### src/rtl/lcd_timebase_gen.sv
// Microsecond timebase for LCD controllers: programmable prescaler producing a
// tick pulse and a square wave, plus a tick-counting delay engine.
module lcd_timebase_gen #(
  parameter int DIV_W       = 8,
  parameter int DEFAULT_DIV = 99,
  parameter int DLY_W       = 16,
  parameter bit SYNC_START  = 1'b1
) (
  input  logic             clk,
  input  logic             reset,
  input  logic             en,
  input  logic [DIV_W-1:0] div_val,
  output logic             us_tick,
  output logic             us_clk,
  input  logic             dly_start,
  input  logic [DLY_W-1:0] dly_len,
  output logic             dly_busy,
  output logic             dly_done
);

  localparam logic [DIV_W-1:0] DEF_DIV = DIV_W'(DEFAULT_DIV);

  typedef enum logic [1:0] {IDLE, RUN, DONE} state_t;

  state_t           state;
  logic [DIV_W-1:0] cnt;
  logic [DIV_W-1:0] div_q;
  logic [DLY_W-1:0] rem;
  logic             term;
  logic             accept;

  assign term   = en && (cnt == div_q);
  assign accept = (state == IDLE) && dly_start && (dly_len != '0);

  // Prescaler: the divisor is reloaded only at a wrap so a period never gets cut short.
  always_ff @(posedge clk or negedge reset) begin
    if (!reset) begin
      cnt     <= '0;
      div_q   <= DEF_DIV;
      us_clk  <= 1'b0;
      us_tick <= 1'b0;
    end else begin
      us_tick <= term;
      if (term) begin
        cnt    <= '0;
        div_q  <= div_val;
        us_clk <= ~us_clk;
      end else if (en) begin
        cnt <= cnt + DIV_W'(1);
      end
      if (SYNC_START && accept) begin
        cnt <= '0;
      end
    end
  end

  // Delay engine: counts prescaler wraps; outputs are registered with the state.
  always_ff @(posedge clk or negedge reset) begin
    if (!reset) begin
      state    <= IDLE;
      rem      <= '0;
      dly_busy <= 1'b0;
      dly_done <= 1'b0;
    end else begin
      case (state)
        IDLE: begin
          if (dly_start) begin
            if (dly_len != '0) begin
              state    <= RUN;
              rem      <= dly_len;
              dly_busy <= 1'b1;
            end else begin
              state    <= DONE;
              dly_done <= 1'b1;
            end
          end
        end
        RUN: begin
          if (term) begin
            if (rem == DLY_W'(1)) begin
              state    <= DONE;
              rem      <= '0;
              dly_busy <= 1'b0;
              dly_done <= 1'b1;
            end else begin
              rem <= rem - DLY_W'(1);
            end
          end
        end
        DONE: begin
          state    <= IDLE;
          dly_done <= 1'b0;
        end
        default: begin
          state    <= IDLE;
          dly_busy <= 1'b0;
          dly_done <= 1'b0;
        end
      endcase
    end
  end

endmodule
### config.mk
export PLATFORM = sky130hd
export DESIGN_NAME = lcd_timebase_gen
export DESIGN_NICKNAME = d
export VERILOG_FILES = /design/src/rtl/lcd_timebase_gen.sv
export SDC_FILE = /design/constraint.sdc
export NUM_CORES = 1
export LEC_CHECK = 0
export BUFFER_PORTS_ARGS = -buffer_cell sky130_fd_sc_hd__clkbuf_2
export CAP_MARGIN = 0
export CORE_AREA = 2 2 84 86
export CTS_CLUSTER_SIZE = 16
export DETAILED_ROUTE_END_ITERATION = 8
export DIE_AREA = 0 0 86 88
export HOLD_SLACK_MARGIN = 0.12
export PLACE_DENSITY = 0.62
export SYNTH_ARGS = -nofsm -noshare
export SYNTH_HDL_FRONTEND = slang
export SYNTH_SLANG_ARGS = --single-unit
### constraint.sdc
create_clock -name clk -period 2.45 [get_ports clk]
set_clock_uncertainty 0.2 [all_clocks]
set_input_delay 0 -clock clk [delete_from_list [all_inputs] [get_ports clk]]
set_output_delay 0 -clock clk [all_outputs]
set_load 0.02 [all_outputs]
==> metrics.md, run 1 <==
| Metric | Value |
|---|---|
| Status | `finished, final reports clean` |
| Number of warnings reported in the yosys synthesis log | `0` |
| CTS tree | `done` |
| Number of nets in the layout | `between 300 and 400` |
| Top Ports | `32` |
| CP Data Arrival Time | `between 2 and 2.5 ns` |
| Number of instances in the synthesized netlist | `between 200 and 250` |
| Number of enable flip-flop cells after synthesis | `0` |
| Initial cell density of the core | `0.3429` |
| Fmax | `around 430 MHz` |
| Hold Crit Class | `primary input to asynchronous set/reset pin` |
| Standard-cell row count | `30` |
| Global-route total usage across every layer | `0.1697` |
| Fin. max-slew vios | `0` |
| Flop and latch count out of synthesis | `38` |
| Critical Path Fanout Max | `14` |
| Buffers on Ports | `31` |
| Most used flip-flop cell after synthesis | `sky130_fd_sc_hd__dfrtp_1` |
| Critical path class | `primary input to flip-flop` |
| Worst-case vdd ir drop | `0.4180 mV` |
| CTS buffer count | `5` |
| Wire length of the first global-routing pass | `~10 mm` |
| GRT Residual Overflow | `0` |
| Vias in the first global route | `~2100` |
| Worst setup EP type | `flip-flop` |
| Clock-pin slew on the worst setup and hold paths | `~0.08 ns` |
| Leak Pwr | `roughly 0.0012 uW` |
| Post-route clock period utilization | `0.9539` |
| Multi-input combinational cell area | `between 1000 and 1500 um2` |
| Detailed-route DRC error count | `0` |
| Post-synthesis sequential area ratio | `0.4195` |
| Nets in the synthesized netlist | `279` |
| Last weighted congestion value of the routability-driven placer | `0.8432` |
| Wire length per cell after detailed routing | `~15 um` |
| Number of vias in the routed layout | `2094` |
| Clock net sink count | `38` |
| PwrDens | `roughly 740 nW/um2` |
| Largest net degree at the start of global routing | `39` |
| Library cells used by synthesis | `between 50 and 60` |
| Via-per-instance ratio | `around 5.4` |
| Total routed wirelength | `5.922 mm` |
| Layout Area Growth over Synthesis | `26.25%` |
| Final sum of negative setup slack | `0 ns` |
| Max Cap Viol | `0` |
| Storage cell area | `955.9 um2` |
| Most common cell after layout, fill and taps aside | `sky130_fd_sc_hd__nand2_1` |
| Drt first-iter violations | `approximately 240` |
| Final setup violation count | `0` |
| Netlist area before placement | `around 2300 um2` |
| Buffer levels on the longest clock path | `2` |
| Filler cell count in the final layout | `663` |
| Share of final-layout standard cells stronger than drive strength 1 | `0.2020` |
| Placeable core region | `approximately 6600 um2` |
| Final standard cell utilization of the core | `0.4330` |
| Final critical path time including I/O delays and setup | `~2.3 ns` |
| Antenna cell count | `0` |
| Commonest cells after routing, fill and taps aside | `41 x sky130_fd_sc_hd__nand2_1, 34 x sky130_fd_sc_hd__dfrtp_1, 31 x sky130_fd_sc_hd__clkbuf_2` |
| Count of final hold-check violations | `0` |
| Reg2Reg Depth | `7` |
| Post-route antenna net violation count | `0` |
| Estimated wirelength of the detail-placed design | `a little over 4 mm` |
| Die Area | `7568 um2` |
| Die extent in x | `86 um` |
| H-Tree Depth | `2` |
| Clk_lat worst skew | `just under 0.3 ns` |
| Syn avg cell area | `just over 9 um2` |
| Worst relative slew slack | `0.3444` |
| Post-CTS Setup Inserts | `0` |
| Slew at the pin closest to its max-slew limit | `around 0.98 ns` |
| CP Launch Type | `primary input` |
| Share of synthesized flip-flops with an asynchronous set or reset | `1.000` |
| Required time at the endpoint of the critical path | `2.47 ns` |
| Chip height | `between 80 and 90 um` |
| Pre-Repair DR Iteration Count | `4` |
| Initial antenna violation count | `0` |
| Root buffer cell | `sky130_fd_sc_hd__clkbuf_8` |
| RSZ-0062 raised after global routing | `no` |
==> layout make-up <==
| class | instances | area share |
|---|---|---|
| clock buffers | 7 | 0.03001 |
| clock inverters | 1 | 0.001740 |
| inverters | 8 | 0.01044 |
| multi-input cells | 187 | 0.4176 |
| flip-flops and latches | 38 | 0.3323 |
| well taps | 80 | 0.03480 |
| repair buffers | 66 | 0.1731 |
==> logic make-up (layout without fill, tap and decap cells) <==
logic type	Yosys count	after routing	synth area share
and+or+nand+nor	113	113	0.2576
AOI/OAI and AO/OA	56	56	0.1950
DFF	38	38	0.4196
buffers and inverters	23	82	0.05382
xor gates and xnor gates	15	15	0.05766
adders and majority gates	3	3	0.01648
==> synth_stat cells (2+ instances only) <==
cell type                   number  area share
sky130_fd_sc_hd__and3_1          3      0.0082
sky130_fd_sc_hd__o41ai_1         3       0.012
sky130_fd_sc_hd__nand2b_1        4       0.011
sky130_fd_sc_hd__buf_2           8       0.018
sky130_fd_sc_hd__xnor2_1        12       0.046
sky130_fd_sc_hd__o31ai_1         6       0.020
sky130_fd_sc_hd__nor2_1         17       0.028
sky130_fd_sc_hd__nand2_1        41       0.068
sky130_fd_sc_hd__buf_6           3       0.015
sky130_fd_sc_hd__or3_1           3      0.0082
sky130_fd_sc_hd__nor3_1          6       0.013
sky130_fd_sc_hd__clkbuf_1        3      0.0049
sky130_fd_sc_hd__nand4_1         9       0.025
sky130_fd_sc_hd__nand3_1        11       0.024
sky130_fd_sc_hd__nor4_1          4       0.011
sky130_fd_sc_hd__ha_1            3       0.016
sky130_fd_sc_hd__inv_1           7       0.012
sky130_fd_sc_hd__xor2_1          3       0.012
sky130_fd_sc_hd__dfrtp_1        34        0.37
sky130_fd_sc_hd__nor3_4          2       0.014
sky130_fd_sc_hd__a21oi_1         7       0.015
sky130_fd_sc_hd__dfstp_2         4       0.046
sky130_fd_sc_hd__nor2b_1         2      0.0055
sky130_fd_sc_hd__nor4_2          2       0.011
sky130_fd_sc_hd__o21ai_0         2      0.0044
sky130_fd_sc_hd__o22ai_1         7       0.019
sky130_fd_sc_hd__a22o_1         11       0.042
sky130_fd_sc_hd__o2bb2ai_1       4       0.015
==> sequential cells by signal (all words and copies together), names as in the netlist <==
name	flops
cnt	8
div_q	8
dly_busy	1
dly_done	1
rem	16
state	2
us_clk	1
us_tick	1
==> per-stage QoR <==
step / cell area (um2) / worst slack [ns] / cells / hold slack [ns] / power (uW)
2_1_floorplan: 2278 / 0.4934 / 248 / -0.4956 / 1459
3_3_place_gp: 2514 / 0.3796 / 352 / -0.02302 / 1626
3_5_place_dp: 2514 / 0.3778 / 352 / -0.01895 / 1642
4_1_cts: 2875 / 0.1295 / 387 / 0.2131 / 2143
5_1_grt: 2877 / 0.06871 / 387 / 0.2528 / 2269
6_report: 2877 / 0.1129 / 387 / 0.1954 / 2115
==> critical path, cell delays in order <==
cell and delay [ns]:
sky130_fd_sc_hd__dlygate4sd3_1 0.55, sky130_fd_sc_hd__clkbuf_2 0.12, sky130_fd_sc_hd__nor4_1 0.46, sky130_fd_sc_hd__nand4_1 0.22
sky130_fd_sc_hd__and3_2 0.34, sky130_fd_sc_hd__buf_4 0.22, sky130_fd_sc_hd__or2_1 0.31, sky130_fd_sc_hd__nor2_1 0.14
==> timing repair <==
| item | 4_1_cts | 5_1_grt |
|---|---|---|
| hold buffers | 27 | 0 |
| endpoints found under the hold margin | 68 | 0 |
| gates resized for setup | 0 | 1 |
| endpoints found under the setup margin | 0 | 3 |
==> power breakdown <==
| group | internal (uW) | switching [uW] | leakage, uW |
|---|---|---|---|
| Sequential | 825 | 198 | 0.000461 |
| Clock | 227 | 223 | 0.0000482 |
| Combinational | 323 | 319 | 0.000728 |
==> per-layer routing <==
metal,up-vias,GRT usage,routed length (um)
met5,-,0,0
met4,0,0.04329,57
met3,6,0.03959,254
met2,57,0.2911,2919
met1,1010,0.2165,2691
li1,1021,-,-
==> worst paths after layout <==
check | start | to | slack (ns)
max | dly_len[15] | cnt[6] | 0.11
max in group asynchronous | reset | cnt[1] | 1.24
max reg2reg | rem[1] | rem[2] | 0.37
min in group clk | div_val[0] | div_q[0] | 0.23
min | reset | rem[13] | 0.20
min reg2reg | div_q[6] | div_q[6] | 0.27
No activity file was read; power rests on OpenSTA's default activity.
==> inputs of run 2 (changes only) <==
- BUFFER_PORTS_ARGS: -buffer_cell sky130_fd_sc_hd__clkbuf_2 -> not set
- DONT_BUFFER_PORTS: not set -> 1
- PLACE_DENSITY: 0.62 -> 0.58
==> run 2 against run 1 <==
Net effect: setup slack got worse by 0.0019 ns; combinational power fell by 1%; utilization fell by 0.40 points; via count fell by 3.1%; cell count fell by 4.9%; critical path type unchanged; highest routed layer unchanged; register-to-register slack got worse by 0.24 ns; worst hold slack got worse by 0.12 ns; cell area fell by 0.91%.
==> metrics.md, run 2 (synthesis gave the netlist of run 1 again) <==
| Metric | Value |
|---|---|
| End of the worst register-to-register path | `div_q[4]` |
| Share of final-layout standard cells stronger than drive strength 1 | `0.1146` |
| Reg2Reg Depth | `7` |
| Global-route total usage across every layer | `0.1731` |
| CTS buffer count | `5` |
| Final hold slack | `between 0.07 and 0.08 ns` |
| Final critical path time including I/O delays and setup | `between 2 and 2.5 ns` |
| Estimated wirelength of the detail-placed design | `just over 4 mm` |
| Critical Path Fanout Max | `2` |
| Final sum of negative setup slack | `0 ns` |
| Final setup violation count | `0` |
| Clock net sink count | `38` |
| Number of nets in the layout | `318` |
| Status | `finished, final reports clean` |
| Worst path slowest cell | `sky130_fd_sc_hd__dlygate4sd3_1` |
| CP Launch Type | `primary input` |
| Most frequent cell on the critical path | `sky130_fd_sc_hd__dlygate4sd3_1` |
| Buffer levels on the longest clock path | `2` |
| Hold path cells | `3` |
| Post-Place Worst Slack | `roughly 0.25 ns` |
| Leak Pwr | `approximately 0.0011 uW` |
| Detailed-route DRC error count | `0` |
| Commonest cells after routing, fill and taps aside | `41 x sky130_fd_sc_hd__nand2_1, 38 x sky130_fd_sc_hd__dlygate4sd3_1, 34 x sky130_fd_sc_hd__dfrtp_1` |
| PwrDens | `738.8 nW/um2` |
| Post-route antenna net violation count | `0` |
| Cells along the critical path | `dlygate4sd3_1 > nor4_1 > nand4_1 > dlygate4sd3_1 > a21oi_1 > nor2_1 > a22o_1` |
| Chip height | `88 um` |
| H-Tree Depth | `2` |
| Hold Crit Class | `primary input to flip-flop` |
| Worst-case vdd ir drop | `between 0.4 and 0.5 mV` |
| Post-CTS Setup Inserts | `0` |
| Antenna cell count | `0` |
| Slew at the pin closest to its max-slew limit | `between 0.5 and 0.6 ns` |
| Fin. max-slew vios | `0` |
| Max Cap Viol | `0` |
| Required time at the endpoint of the critical path | `2.44 ns` |
| Last weighted congestion value of the routability-driven placer | `~0.77` |
| Hold path startpoint | `dly_start` |
| Worst relative slew slack | `0.6271` |
| Initial cell density of the core | `0.3429` |
| Largest registers | `rem x16, cnt x8, div_q x8` |
| Maximum single-stage delay on the critical path | `between 0.6 and 0.7 ns` |
| Standard-cell row count | `30` |
| Die Area | `between 7000 and 8000 um2` |
| Top reg by flops | `rem` |
| Critical path class | `primary input to flip-flop` |
| Total routed wirelength | `between 6 and 7 mm` |
| Layout Area Growth over Synthesis | `25.10%` |
| Initial antenna violation count | `0` |
| Final standard cell utilization of the core | `0.4290` |
| Largest net degree at the start of global routing | `35` |
| Clock-pin slew on the worst setup and hold paths | `about 0.08 ns` |
| Worst reg-to-reg setup slack | `between 0.1 and 0.15 ns` |
| Count of final hold-check violations | `0` |
| Number of vias in the routed layout | `a little over 2000` |
| Pre-Repair DR Iteration Count | `4` |
| Clk_lat worst skew | `roughly 0.3 ns` |
| Drt first-iter violations | `approximately 170` |
| Number of flip-flops in the largest register | `16` |
| Hold-critical path endpoint | `rem[0]` |
| Wire length per cell after detailed routing | `roughly 17 um` |
| Filler cell count in the final layout | `between 600 and 700` |
| Die extent in x | `~86 um` |
| Final worst setup slack | `between 0.1 and 0.15 ns` |
| Buffers on Ports | `0` |
| RSZ-0062 raised after global routing | `no` |
| Wire length of the first global-routing pass | `just over 10 mm` |
| Top Ports | `32` |
| Most common cell after layout, fill and taps aside | `sky130_fd_sc_hd__nand2_1` |
| Reg-to-Reg Start | `div_q[6]` |
| Worst setup EP type | `flip-flop` |
| Via-per-instance ratio | `between 5 and 6` |
| Post-route clock period utilization | `0.9547` |
| CTS tree | `done` |
| GRT Residual Overflow | `0` |
| Root buffer cell | `sky130_fd_sc_hd__clkbuf_8` |
| Placeable core region | `about 6600 um2` |
| CP Data Arrival Time | `2.32 ns` |
| Fmax | `~430 MHz` |
| Vias in the first global route | `~2100` |
## run 2: what timing repair did
item                                    in CTS  in global routing
hold endpoints to repair                    75                  0
gates resized for setup                      0                  3
hold buffers                                40                  0
endpoints found under the setup margin       0                  9
## run 2: per-stage QoR
| step | power [uW] | area [um2] | std cells |
|---|---|---|---|
| after detailed placement | 1601 | 2338 | 320 |
| after global routing | 2249 | 2850 | 368 |
| final | 2106 | 2850 | 368 |
| after global placement | 1585 | 2338 | 320 |
| after floorplan | 1459 | 2278 | 248 |
| after CTS | 2105 | 2841 | 368 |
## run 2: worst max path at each step
stage	from	to	slack, ns
finish	dly_len[15]	rem[9]	0.11
detailed placement	rem[1]	rem[5]	0.25
global route	dly_len[15]	rem[3]	0.02
global placement	rem[1]	rem[9]	0.26
floorplan	div_q[1]	rem[14]	0.49
CTS	div_q[5]	div_q[4]	0.05
## run 2: power by group
part | total, uW | switching (uW) | leakage (uW) | internal, uW
Combinational | 635 | 313 | 0.000630 | 322
Clock | 427 | 229 | 0.0000450 | 197
Sequential | 1040 | 218 | 0.000461 | 825
## run 2: cell type report
| class | count | area [um2] | share of cell area |
|---|---|---|---|
| clock inverter | 2 | 10.01 | 0.003512 |
| tap | 80 | 100.1 | 0.03512 |
| clock buffer | 6 | 72.57 | 0.02546 |
| inverter | 8 | 32.53 | 0.01141 |
| multi-input combinational | 187 | 1206 | 0.4232 |
| sequential | 38 | 955.9 | 0.3354 |
| timing repair buffer | 47 | 473.0 | 0.1659 |
## run 2: metal layers
layer | global-route usage | up-vias | wire (um)
met2 | 0.2755 | 43 | 2923
met5 | 0 | - | 0
met1 | 0.2353 | 993 | 2962
met4 | 0.06782 | 0 | 95
met3 | 0.03016 | 9 | 213
li1 | - | 984 | -
## run 2: critical path: cells and delay by family
| kind | cells | cell delay [ns] |
|---|---|---|
| AO/OA/AOI/OAI | 2 | 0.40 |
| buffers and inverters | 2 | 1.19 |
| AND/OR/NAND/NOR | 3 | 0.72 |
